File: src/rtl/ah_route_9_19.sv
// ah_route_9_19 -- upstream routing stage for the 9-bit, 18-egress demux.
// Extracts the destination from each head beat, holds it for the body beats,
// and presents every beat with its select through a 2-entry skid buffer.
// Packets with an out-of-range destination are consumed and discarded.
// Optional feature: define AH_ROUTE_DROP_CNT_EN to add the saturating
// 16-bit dropped-packet counter and its drop_cnt port.
module ah_route_9_19 #(
    parameter int DATA_W   = 9,
    parameter int NUM_EGR  = 18,
    parameter int SEL_W    = 5,
    parameter int DEST_LSB = 0
) (
    input  logic              clk,
    input  logic              rst_n,
    input  logic [DATA_W-1:0] ing_data,
    input  logic              ing_last,
    input  logic              ing_valid,
    output logic              ing_ready,
    output logic [DATA_W-1:0] egr_data,
    output logic              egr_last,
    output logic              egr_valid,
    input  logic              egr_ready,
    output logic [SEL_W-1:0]  demux_select
`ifdef AH_ROUTE_DROP_CNT_EN
    ,
    output logic [15:0]       drop_cnt
`endif
);

    typedef enum logic [1:0] {
        ST_HEAD = 2'd0,
        ST_BODY = 2'd1,
        ST_DROP = 2'd2
    } state_t;

    typedef struct packed {
        logic [DATA_W-1:0] data;
        logic              last;
        logic [SEL_W-1:0]  sel;
    } entry_t;

    // One extra bit so the range compare is unsigned and width-matched.
    localparam logic [SEL_W:0] NUM_EGR_W = NUM_EGR[SEL_W:0];

    state_t           state, state_nxt;
    logic [SEL_W-1:0] sel_q;
    entry_t           main_q, skid_q, push_entry;
    logic             main_valid, skid_valid;
    logic             accept, pop, push, drop_head;
    logic [SEL_W-1:0] dest;
    logic             dest_ok;

    assign dest      = ing_data[DEST_LSB +: SEL_W];
    assign dest_ok   = ({1'b0, dest} < NUM_EGR_W);
    assign accept    = ing_valid & ing_ready;
    assign pop       = main_valid & egr_ready;

    assign egr_valid    = main_valid;
    assign egr_data     = main_q.data;
    assign egr_last     = main_q.last;
    assign demux_select = main_q.sel;

    // State register.
    always_ff @(posedge clk or negedge rst_n) begin
        if (!rst_n) begin
            state <= ST_HEAD;
        end else begin
            // NOTE: sequential state uses non-blocking assignment so every
            // register samples pre-edge values regardless of block order.
            state <= state_nxt;
        end
    end

    // Next-state: head decides BODY/DROP unless it is also the last beat.
    always_comb begin
        // NOTE: default first so no path leaves state_nxt unassigned (no latch).
        state_nxt = state;
        if (accept) begin
            unique case (state)
                ST_HEAD: if (!ing_last) state_nxt = dest_ok ? ST_BODY : ST_DROP;
                ST_BODY: if (ing_last)  state_nxt = ST_HEAD;
                ST_DROP: if (ing_last)  state_nxt = ST_HEAD;
                default: state_nxt = ST_HEAD;
            endcase
        end
    end

    // Outputs of the FSM: ready, push request and drop event.
    always_comb begin
        ing_ready = (state == ST_DROP) | ~skid_valid;
        push      = 1'b0;
        drop_head = 1'b0;
        unique case (state)
            ST_HEAD: begin
                push      = accept & dest_ok;
                drop_head = accept & ~dest_ok;
            end
            ST_BODY: push = accept;
            default: ;
        endcase
    end

    // The head beat carries its own dest; body beats use the held select.
    always_comb begin
        push_entry.data = ing_data;
        push_entry.last = ing_last;
        push_entry.sel  = (state == ST_HEAD) ? dest : sel_q;
    end

    // Held destination, updated only by an accepted valid head beat.
    always_ff @(posedge clk or negedge rst_n) begin
        if (!rst_n) begin
            sel_q <= '0;
        end else if (accept && state == ST_HEAD && dest_ok) begin
            sel_q <= dest;
        end
    end

    // Skid buffer: main drives egress, skid catches a push while main stalls.
    // A push is only possible with skid empty, since ing_ready is low in
    // HEAD/BODY whenever skid holds a beat and DROP never pushes.
    always_ff @(posedge clk or negedge rst_n) begin
        if (!rst_n) begin
            // NOTE: the two buffer entries are plain flops, so they are reset
            // too; this gives egr_data/egr_last/demux_select a defined 0.
            main_q     <= '0;
            skid_q     <= '0;
            main_valid <= 1'b0;
            skid_valid <= 1'b0;
        end else begin
            if (pop && skid_valid) begin
                main_q     <= skid_q;
                skid_valid <= 1'b0;
            end else if (push && (!main_valid || pop)) begin
                main_q     <= push_entry;
                main_valid <= 1'b1;
            end else if (push) begin
                skid_q     <= push_entry;
                skid_valid <= 1'b1;
            end else if (pop) begin
                main_valid <= 1'b0;
            end
        end
    end

`ifdef AH_ROUTE_DROP_CNT_EN
    // Saturating count of discarded packets (one per invalid head beat).
    always_ff @(posedge clk or negedge rst_n) begin
        if (!rst_n) begin
            drop_cnt <= 16'd0;
        end else if (drop_head && drop_cnt != 16'hFFFF) begin
            drop_cnt <= drop_cnt + 16'd1;
        end
    end
`endif

endmodule

File: config.mk
export PLATFORM = sky130hd
export DESIGN_NAME = ah_route_9_19
export DESIGN_NICKNAME = d
export VERILOG_FILES = /design/src/rtl/ah_route_9_19.sv
export SDC_FILE = /design/constraint.sdc
export NUM_CORES = 1
export LEC_CHECK = 0
export CAP_MARGIN = 30
export CORE_UTILIZATION = 40
export DETAILED_ROUTE_END_ITERATION = 10
export GPL_TIMING_DRIVEN = 0
export PLACE_DENSITY = 0.7
export RECOVER_POWER = 100
export SYNTH_ARGS = -nofsm -noshare
export SYNTH_HDL_FRONTEND = slang
export SYNTH_SLANG_ARGS = --single-unit
export TNS_END_PERCENT = 20
File: constraint.sdc
create_clock -name clk -period 2.5 [get_ports clk]
set_input_delay 0.25 -clock clk [delete_from_list [all_inputs] [get_ports clk]]
set_output_delay 0.25 -clock clk [all_outputs]
set_load 0.1 [all_outputs]
==> reports/qor.yml <==
drcViolationCount: 0
place.gp.congestion: 0.7677
end_kind: "flop"
slew_headroom_pct: -38.58
antenna_left: 0
cts_setup_buffers: 0
drive_gt1_share_pct: 20.93
setup_viol: 0
register_area_sq_um: 975.9
fmax_ghz: 0.4387
wl_mm: 3.653
timing_worst_setup_path_type: "input port to flop"
syn_area_sq_um: 1762
avgSynthCellArea_sq_um: 13.15
async_flop_share_pct: 100.0
yosysTopAreaCell: "dfrtp_1"
dr_total_vias: 1181
rows: 23
grt_max_degree: 40
fp.dieArea_sq_um: 4674
synth_edf_count: 0
ys_top_cells_by_area: "dfrtp_1 (55%), mux2_2 (15%), a221o_1 (8.5%)"
ys_types: 24
cts_made_buffers: 5
io_buffer_count: 30
finClkSkew_ps: 4.128
drt_iter0_markers: 66
status: "finished, violations left"
die_h_um: 68.37
timing.final.crit_share_pct: 91.18
drv_cap: 1
clock_latency_ps: 280
maxSlewViolCount: 40
die_w_um: 68.37
grt_pass1_wl_mm: 6.072
viasPerCell: 5.320
worstMarginPinSlew_ps: 2079
cts.repair.resized: 0
ys_seq_area_share_pct: 55.40
clkTransAtPathRegs_ps: 70
synth_cells: 134
hold_violations: 0
wl_per_cell_um: 16.45
crit_fanout: 10
yosysWarningCount: 0
synth_common_cells: "dfrtp_1 (39), mux2_2 (23), and2_1 (16)"
cp_data_arrival_time_ps: 2450
grtUsageTotal_pct: 18.17
nets: 188
tns_ps: 0
multiInputGateArea_sq_um: 701.9
syn_to_final_growth_pct: 24.36
rsz0062_at_grt: "no"
grt-ovfl-total: 0
ctsLongestPathBuffers: 2
ys.flop_type: "dfrtp_1"
initial_core_util_pct: 42.81
crit_required_ps: 2670
htree_levels: 2
synth.most_common_cell: "dfrtp_1"
antenna_found_initial: 0
cts-root-buf: "clkbuf_8"
fin_crit_ps: 2280
hpwl_mm: 2.615
grt_pass1_vias: 1216
synth_top_area_share_pct: 55.40
startpoint_type: "input port"
violations: "max-capacitance violations, max-slew violations"
fillers: 353
cts.sinks: 39
drt_pass1_iterations: 4
synth_fp_nets: 151
core_sq_um: 4115
cts_hold_buf: 0
ys_ff_latch: 39
pin_count: 31
insertedDiodeCount: 0
cts_tree: "built"
hp-class: "flop to flop"
[critical path, cell delays in order]
cell,delay (ps)
dlygate4sd3_1,640
o31ai_1,460
a21o_1,230
and4_1,210
buf_6,140
buf_6,160
mux2_2,350
[routing by layer]
| metal | GRT usage [%] | routed length, um | up-vias | share of wire [%] |
|---|---|---|---|---|
| met5 | 0 | 0 | - | 0 |
| met4 | 3.906 | 16 | 0 | 0.44 |
| met3 | 4.500 | 94 | 3 | 2.6 |
| met2 | 30.15 | 1890 | 28 | 52 |
| met1 | 23.77 | 1651 | 585 | 45 |
| li1 | - | - | 565 | - |
[stage by stage]
stage / setup slack, ps / hold WS [ps] / instance area [sq um] / instances / utilization [%]
after floorplan: 187.2 / -45.59 / 1764 / 134 / -
after global routing: 110.6 / 517.8 / 2191 / 222 / 53.24
after global placement: 171.7 / 461.1 / 2127 / 214 / 51.69
after detailed placement: 150.3 / 413.2 / 2122 / 214 / 51.57
after CTS: 67.41 / 102.5 / 2203 / 222 / 53.54
final: 220.4 / 484.1 / 2191 / 222 / 53.24
[registers in the layout (all words and copies together), names as in the netlist]
signal and flops:
skid_q 15, egr_data 9, state 2, demux_select 5, egr_last 1, egr_valid 1
skid_valid 1, sel_q 5
[cell usage in the layout, fill, tap and decap left out, types with 3 or more instances in the layout]
cell type | synthesis | routed
inv_1 | 5 | 5
dlygate4sd3_1 | 0 | 17
and2_1 | 16 | 16
a31oi_1 | 3 | 3
ha_1 | 3 | 3
mux2_2 | 23 | 23
clkbuf_1 | 2 | 6
clkbuf_8 | 0 | 5
clkdlybuf4s50_1 | 0 | 11
buf_6 | 4 | 4
nand2_1 | 5 | 5
a221o_1 | 15 | 15
dfrtp_1 | 39 | 39
[area by class of cell]
cell class	count	share of cell area, %
plain buffers	8	2.856
clock buffers	7	3.484
clock inverters	1	0.2284
inverters	5	0.8567
multi-input cells	82	32.04
flip-flops and latches	39	44.55
well taps	50	2.856
repair buffers	30	13.14
[cell families (layout without fill, tap and decap cells)]
family,count (synthesis),count (layout),synth area share (%)
buffers and inverters,13,51,4.617
AOI/OAI and AO/OA,25,25,12.57
and+or+nand+nor,29,29,9.375
adders and majority gates,3,3,2.131
DFF,39,39,55.40
muxes,25,25,15.91
[final timing paths]
path	depth (start not counted)	slack, ps	start	to
worst max-delay path	7	220	ing_data[1]	skid_q[12]
worst max register to register	8	360	state[0]	egr_data[5]
worst min register to register	1	480	skid_q[4]	skid_q[4]
max in group asynchronous	1	750	rst_n	sel_q[3]
worst min-delay path	1	480	skid_q[4]	skid_q[4]
min in group asynchronous	1	560	rst_n	demux_select[0]
Power is not shown: default switching activity piles up to over one toggle a cycle in this logic, so the estimate is an artifact.
